==> config.mk <==
export PLATFORM = sky130hd
export DESIGN_NAME = id_ex_operand_stage
export DESIGN_NICKNAME = d
export VERILOG_FILES = /design/src/rtl/id_ex_operand_stage.sv
export SDC_FILE = /design/constraint.sdc
export NUM_CORES = 1
export LEC_CHECK = 0
export CORE_MARGIN = 8
export CORE_UTILIZATION = 42
export DETAILED_ROUTE_END_ITERATION = 10
export PLACE_DENSITY_LB_ADDON = 0.2
export SLEW_MARGIN = 0
export SYNTH_ARGS = -nofsm -noshare
export SYNTH_HDL_FRONTEND = slang
export SYNTH_SLANG_ARGS = --single-unit
==> constraint.sdc <==
create_clock -name clock -period 2.6 [get_ports clock]
set_input_delay 0.26 -clock clock [delete_from_list [all_inputs] [get_ports clock]]
set_output_delay 0.26 -clock clock [all_outputs]
set_load 0.02 [all_outputs]
==> src/rtl/id_ex_operand_stage.sv <==
// ID/EX operand stage: per-source MEM/WB forwarding, load-use and EX-producer
// hazard detection, the ID/EX pipeline register and a saturating stall counter.

module operand_resolve #(
  parameter int DATA_W = 32,
  parameter int REG_AW = 5
) (
  input  logic              idValid,
  input  logic [REG_AW-1:0] src,
  input  logic              uses,
  input  logic [DATA_W-1:0] rfData,
  input  logic              memValid,
  input  logic              memRegWrite,
  input  logic              memMemRead,
  input  logic [REG_AW-1:0] memWaddr,
  input  logic [DATA_W-1:0] memResult,
  input  logic              wbRegWrite,
  input  logic [REG_AW-1:0] wbWaddr,
  input  logic [DATA_W-1:0] wbWdata,
  input  logic              exValid,
  input  logic              exRegWrite,
  input  logic [REG_AW-1:0] exDst,
  output logic [DATA_W-1:0] operand,
  output logic              hazard
);
  logic srcZero, memFwd, wbFwd, exHit, loadHit;

  assign srcZero = (src == '0);
  assign memFwd  = memValid && memRegWrite && !memMemRead && (memWaddr == src);
  assign wbFwd   = wbRegWrite && (wbWaddr == src);
  // A load in MEM has no data yet, and an EX producer has nothing to forward.
  assign exHit   = exValid && exRegWrite && (exDst == src);
  assign loadHit = memValid && memRegWrite && memMemRead && (memWaddr == src);

  always_comb begin
    operand = rfData;
    if (srcZero)     operand = '0;
    else if (memFwd) operand = memResult;
    else if (wbFwd)  operand = wbWdata;
  end

  assign hazard = idValid && uses && !srcZero && (exHit || loadHit);
endmodule

module id_ex_operand_stage #(
  parameter int DATA_W = 32,
  parameter int REG_AW = 5,
  parameter int CTRL_W = 8,
  parameter int CNT_W  = 16
) (
  input  logic              clock,
  input  logic              reset_n,
  input  logic              id_valid,
  input  logic [REG_AW-1:0] id_rs,
  input  logic [REG_AW-1:0] id_rt,
  input  logic              id_uses_rs,
  input  logic              id_uses_rt,
  input  logic [REG_AW-1:0] id_dst,
  input  logic              id_reg_write,
  input  logic              id_mem_read,
  input  logic [DATA_W-1:0] id_imm,
  input  logic [CTRL_W-1:0] id_ctrl,
  input  logic [DATA_W-1:0] rf_rdata1,
  input  logic [DATA_W-1:0] rf_rdata2,
  input  logic              mem_valid,
  input  logic              mem_reg_write,
  input  logic              mem_mem_read,
  input  logic [REG_AW-1:0] mem_waddr,
  input  logic [DATA_W-1:0] mem_result,
  input  logic              wb_reg_write,
  input  logic [REG_AW-1:0] wb_waddr,
  input  logic [DATA_W-1:0] wb_wdata,
  input  logic              flush,
  output logic              stall_out,
  output logic              ex_valid,
  output logic [DATA_W-1:0] ex_op_a,
  output logic [DATA_W-1:0] ex_op_b,
  output logic [DATA_W-1:0] ex_imm,
  output logic [REG_AW-1:0] ex_rt,
  output logic [REG_AW-1:0] ex_dst,
  output logic [CTRL_W-1:0] ex_ctrl,
  output logic              ex_reg_write,
  output logic              ex_mem_read,
  output logic [CNT_W-1:0]  stall_count
);
  localparam int NUM_SRC = 2;

  logic [NUM_SRC-1:0][REG_AW-1:0] srcAddr;
  logic [NUM_SRC-1:0][DATA_W-1:0] rfData;
  logic [NUM_SRC-1:0][DATA_W-1:0] operand;
  logic [NUM_SRC-1:0]             srcUse;
  logic [NUM_SRC-1:0]             srcHaz;
  logic                           hazard;

  assign srcAddr = {id_rt, id_rs};
  assign rfData  = {rf_rdata2, rf_rdata1};
  assign srcUse  = {id_uses_rt, id_uses_rs};

  for (genvar g = 0; g < NUM_SRC; g++) begin : gSrc
    operand_resolve #(.DATA_W(DATA_W), .REG_AW(REG_AW)) uRes (
      .idValid    (id_valid),
      .src        (srcAddr[g]),
      .uses       (srcUse[g]),
      .rfData     (rfData[g]),
      .memValid   (mem_valid),
      .memRegWrite(mem_reg_write),
      .memMemRead (mem_mem_read),
      .memWaddr   (mem_waddr),
      .memResult  (mem_result),
      .wbRegWrite (wb_reg_write),
      .wbWaddr    (wb_waddr),
      .wbWdata    (wb_wdata),
      .exValid    (ex_valid),
      .exRegWrite (ex_reg_write),
      .exDst      (ex_dst),
      .operand    (operand[g]),
      .hazard     (srcHaz[g])
    );
  end

  assign hazard = |srcHaz;
  // MEM-stage load inputs can still match during reset, so gate explicitly.
  assign stall_out = reset_n && hazard && !flush;

  always_ff @(posedge clock or negedge reset_n) begin
    if (!reset_n) begin
      stall_count <= '0;
    end else if (stall_out && (stall_count != '1)) begin
      stall_count <= stall_count + 1'b1;
    end
  end

  always_ff @(posedge clock or negedge reset_n) begin
    if (!reset_n) begin
      ex_valid     <= 1'b0;
      ex_op_a      <= '0;
      ex_op_b      <= '0;
      ex_imm       <= '0;
      ex_rt        <= '0;
      ex_dst       <= '0;
      ex_ctrl      <= '0;
      ex_reg_write <= 1'b0;
      ex_mem_read  <= 1'b0;
    end else if (flush || hazard) begin
      ex_valid     <= 1'b0;
      ex_reg_write <= 1'b0;
      ex_mem_read  <= 1'b0;
    end else begin
      ex_valid     <= id_valid;
      ex_op_a      <= operand[0];
      ex_op_b      <= operand[1];
      ex_imm       <= id_imm;
      ex_rt        <= id_rt;
      ex_dst       <= id_dst;
      ex_ctrl      <= id_ctrl;
      ex_reg_write <= id_valid && id_reg_write;
      ex_mem_read  <= id_valid && id_mem_read;
    end
  end
endmodule

==> results.env, run 1 <==
RESULT_OF_THE_RUN='completed'
GRT_FIRST_PASS_WIRELENGTH_MM=40.9
TIMING_WORST_SLEW_PIN_VALUE_NS=0.713
POWER.SHARE.SWITCHING_PCT=29.9
ROW_COUNT=47
LAYOUT_SETUP_WS_NS=0.0971
LEADING_AREA_CONTRIBUTOR_AFTER_SYNTHESIS='sky130_fd_sc_hd__dfrtp_1'
GRT_PASS1_VIAS=7313
ROUTED_WIRE_LENGTH_PER_INSTANCE_UM=19.5
GRT_OVERFLOW=0
SYNTH_TO_LAYOUT_AREA_GROWTH_PCT=61.6
YOSYSWARNINGCOUNT=0
WORST-R2R-SETUP-SLACK_NS=0.11
PLACE_HPWL_MM=19.5
POWER_REPORT.INTERNAL_TOTAL_uW=4360
CRITICAL_PATH.MAX_FANOUT=4
CRIT_PATH_START_KIND='flip-flop'
MAXSLEWVIOLCOUNT=0
SYNTH_SEQUENTIAL_AREA_RATIO_PCT=46.8
ROUTABILITYCONGESTION=0.875
POSTROUTEANTENNANETS=0
SYN_AVG_CELL_AREA_UM2=9.61
CTS_MADE_BUFFERS=17
TIMING.CLOCK.SKEW_NS=0.0115
SYNTH_TOP_FLOP_CELL='sky130_fd_sc_hd__dfrtp_1'
CORE_AREA_MM2=0.0166
WORSTPATHREQUIRED_NS=2.34
R2R-START='ex_dst[0]$_DFFE_PN0N_'
TIMING_WORST_SETUP_PATH_TYPE='reg2out'
RR_ENDPOINT='ex_op_b[18]$_DFFE_PN0N_'
LEADING_CELL_TYPES_BY_COUNT_AFTER_SYNTHESIS='sky130_fd_sc_hd__nand2_1 (199), sky130_fd_sc_hd__dfrtp_1 (133), sky130_fd_sc_hd__nand3_1 (79)'
PLACE.DETAILED.INSTANCES=1293
SYNTH_CELL_TYPES=36
GRT_SETUP_UNREPAIRED='no'
NUM_VIAS=6887
MAPPEDNETLISTAREA_MM2=0.00711
NUMBER_OF_I_O_PINS=339
POWER.STATIC_LEAKAGE_uW=0.00488
TIMING.REG2REG.WORST_PATH_DEPTH=9
ENDPOINT_KIND='primary output'
CELL_COUNT_AFTER_SYNTHESIS=740
PERIOD_MINUS_SLACK_NS=2.50
PERIOD_SHARE_PCT=96.3
CLOCK_PATH_BUFFERS=2
POWER_FRAC_COMB_PCT=25.1
TRITONCTS_NUM_SINKS=133
SEQ_CELLS_POST_SYNTH=133
DRT_PASS1_ITERATIONS=4
FINAL_NET_COUNT=1299
DRT_WL_TOTAL_MM=25.9
SYN_NETS=946
PORT_BUFFERS=338
POST-LAYOUT-TOTAL-POWER_uW=6220
PLACE_WORST_SETUP_SLACK_NS=-0.258
ARRIVAL_NS=2.24
DRV_CAP=0
SYNTH.AREA.TOP_CELLS='sky130_fd_sc_hd__dfrtp_1 (47%), sky130_fd_sc_hd__nand2_1 (11%), sky130_fd_sc_hd__o31ai_2 (8.1%)'
ANTENNADIODECOUNT=0
FINALSETUPTNS_NS=0
CLKPWRFRAC_PCT=36.9
DETAIL_ROUTE.VIAS_PER_CELL=5.19
GRT_ANTENNA_BEFORE_REPAIR=0
CTS_SETUP_BUFFERS=0
FINAL_CELLS=1326
CLOCK_TREE.HTREE_LEVEL_COUNT=4
LARGEST_NET_DEGREE_AT_THE_START_OF_GLOBAL_ROUTING=67
FINAL_HOLD_VIOLATIONS=0
MAX_FREQ_GHz=0.400
DIE_WIDTH_UM=146
REMAINING_MAX_SLEW_BUDGET_AT_THE_TIGHTEST_PIN_PCT=52.5
POWER_PER_CELL_AREA_mW_PER_MM2=542
DRT_DRC=0
SWITCHING_POWER_TOTAL_uW=1860
DIE_AREA_MM2=0.0213
PLACE_AREA_MM2=0.0109
CTS_TREE='done'
SHARE_SEQ_OF_TOTAL_POWER_PCT=38.0
POWER.IR.VDD_WORST_uV=464
POST-SYNTH-TOP-COUNT-CELL='sky130_fd_sc_hd__nand2_1'
SETUP_VIOLATIONS=0
DIE_HEIGHT_UM=146
MIN-DELAY-PATH-CLASS='in2async'
POSTSYNTH.ASYNCRESETSHARE_PCT=100
INITIAL_UTILIZATION_PCT=42.9
DRTITER0DRC=340
FRACTION_OF_POST_SYNTHESIS_CELL_AREA_IN_THE_TOP_CELL_TYPE_BY_AREA_PCT=46.8
FINALINSTANCEAREA_MM2=0.0115
SYNTH_EDF_COUNT=0
CTSROOTBUFFERMASTER='sky130_fd_sc_hd__clkbuf_16'
GR-USAGE-ALL-LAYERS_PCT=24.3
CLK_LATENCY_NS=0.43
SHARE_OF_POST_ROUTE_CELLS_WITH_DRIVE_STRENGTH_ABOVE_1_PCT=17.2
CLKSLEWWORSTSETUPHOLDPATHS_NS=0.07
metal layers:
layer | global-route usage, % | routed length, um | vias up
met5 | 0 | 0 | -
met4 | 9.84 | 694 | 0
met3 | 7.35 | 1850 | 38
met2 | 42.2 | 13200 | 269
met1 | 27.5 | 10100 | 3294
li1 | - | - | 3286
worst max-delay path by stage:
stage                                from                     end  depth (start not counted)
finish              ex_dst[0]$_DFFE_PN0N_               stall_out                          6
global route        ex_dst[0]$_DFFE_PN0N_  ex_op_a[8]$_DFFE_PN0N_                          9
CTS                 ex_dst[3]$_DFFE_PN0N_               stall_out                          6
detailed placement               id_rt[3]               stall_out                          7
global placement                 id_rt[1]               stall_out                          7
floorplan           ex_dst[4]$_DFFE_PN0N_  ex_imm[20]$_DFFE_PN0N_                          8
layout make-up:
| class | instances | area (um2) |
|---|---|---|
| multi-input cells | 553 | 3490 |
| fillers | 1313 | 5100 |
| repair buffers | 386 | 3830 |
| flip-flops and latches | 133 | 3330 |
| well taps | 220 | 275 |
| clock inverters | 15 | 134 |
| clock buffers | 17 | 425 |
| inverters | 2 | 7.51 |
cells in the final DEF, fill, tap and decap left out, drive strengths merged, types with 4 or more instances in the layout:
| cell type | count |
|---|---|
| o31ai | 64 |
| and3 | 6 |
| nand4 | 7 |
| xor2 | 22 |
| buf | 49 |
| nor2 | 14 |
| clkdlybuf4s50 | 336 |
| inv | 12 |
| dfrtp | 133 |
| nand3 | 79 |
| mux2 | 51 |
| nor3 | 4 |
| clkbuf | 17 |
| xnor2 | 23 |
| nand2 | 199 |
| o21ai | 65 |
worst max-delay path, stage by stage (launching register included):
cell	delay, ns
sky130_fd_sc_hd__dfrtp_2	0.46
sky130_fd_sc_hd__xor2_1	0.15
sky130_fd_sc_hd__nor4_1	0.28
sky130_fd_sc_hd__a22oi_1	0.17
sky130_fd_sc_hd__or3_4	0.38
sky130_fd_sc_hd__a21oi_2	0.17
sky130_fd_sc_hd__buf_2	0.20
repair_timing:
item / CTS / global route
pin swaps: 0 / 1
hold endpoints to repair: 32 / 0
gates resized for setup: 3 / 2
hold buffers: 1 / 0
endpoints found under the setup margin: 1 / 1
registers in the layout (all words and copies together) (netlist names):
signal / count
ex_rt: 5
ex_imm: 32
ex_op_a: 32
ex_op_b: 32
stall_count: 16
ex_ctrl: 8
ex_mem_read: 1
ex_reg_write: 1
ex_dst: 5
ex_valid: 1
kinds of logic after synthesis:
logic type / share of synthesized area, %
AOI/OAI and AO/OA: 15.2
xor gates and xnor gates: 5.65
DFF: 46.8
buffers and inverters: 4.31
adders and majority gates: 0.176
and+or+nand+nor: 19.8
muxes: 8.08
per-stage QoR:
step	util [%]	hold WS, ns
floorplan	-	-0.0356
global placement	65.9	0.174
detailed placement	65.9	0.175
CTS	69.3	0.301
global route	69.3	0.308
finish	69.3	0.296
power groups by stage:
stage	Clock, uW	Sequential, uW	Combinational [uW]
5_1_grt	2430	2390	1670
3_5_place_dp	0	2400	1580
6_report	2300	2360	1560
2_1_floorplan	0	2630	424
3_3_place_gp	0	2390	1560
4_1_cts	2340	2360	1580
Power figures use the tool's default switching activity.
==> run 2: changes to the inputs <==
--- a/config.mk
+++ b/config.mk
@@ -7,6 +7,7 @@
 export LEC_CHECK = 0
 export CORE_MARGIN = 8
 export CORE_UTILIZATION = 42
+export CTS_BUF_LIST = sky130_fd_sc_hd__clkbuf_4 sky130_fd_sc_hd__clkbuf_8 sky130_fd_sc_hd__clkbuf_16
 export DETAILED_ROUTE_END_ITERATION = 10
 export PLACE_DENSITY_LB_ADDON = 0.2
 export SLEW_MARGIN = 0
==> results of run 2 <==
The final DEF is identical to that of run 1; final timing and power are the same.
==> run 3: changes to the inputs <==
--- a/config.mk
+++ b/config.mk
@@ -5,12 +5,13 @@
 export SDC_FILE = /design/constraint.sdc
 export NUM_CORES = 1
 export LEC_CHECK = 0
+export CAP_MARGIN = 30
 export CORE_MARGIN = 8
 export CORE_UTILIZATION = 42
 export CTS_BUF_LIST = sky130_fd_sc_hd__clkbuf_4 sky130_fd_sc_hd__clkbuf_8 sky130_fd_sc_hd__clkbuf_16
 export DETAILED_ROUTE_END_ITERATION = 10
 export PLACE_DENSITY_LB_ADDON = 0.2
-export SLEW_MARGIN = 0
+export SKIP_LAST_GASP = 1
 export SYNTH_ARGS = -nofsm -noshare
 export SYNTH_HDL_FRONTEND = slang
 export SYNTH_SLANG_ARGS = --single-unit
==> results of run 3 <==
The final DEF is identical to that of run 1; final timing and power are the same.
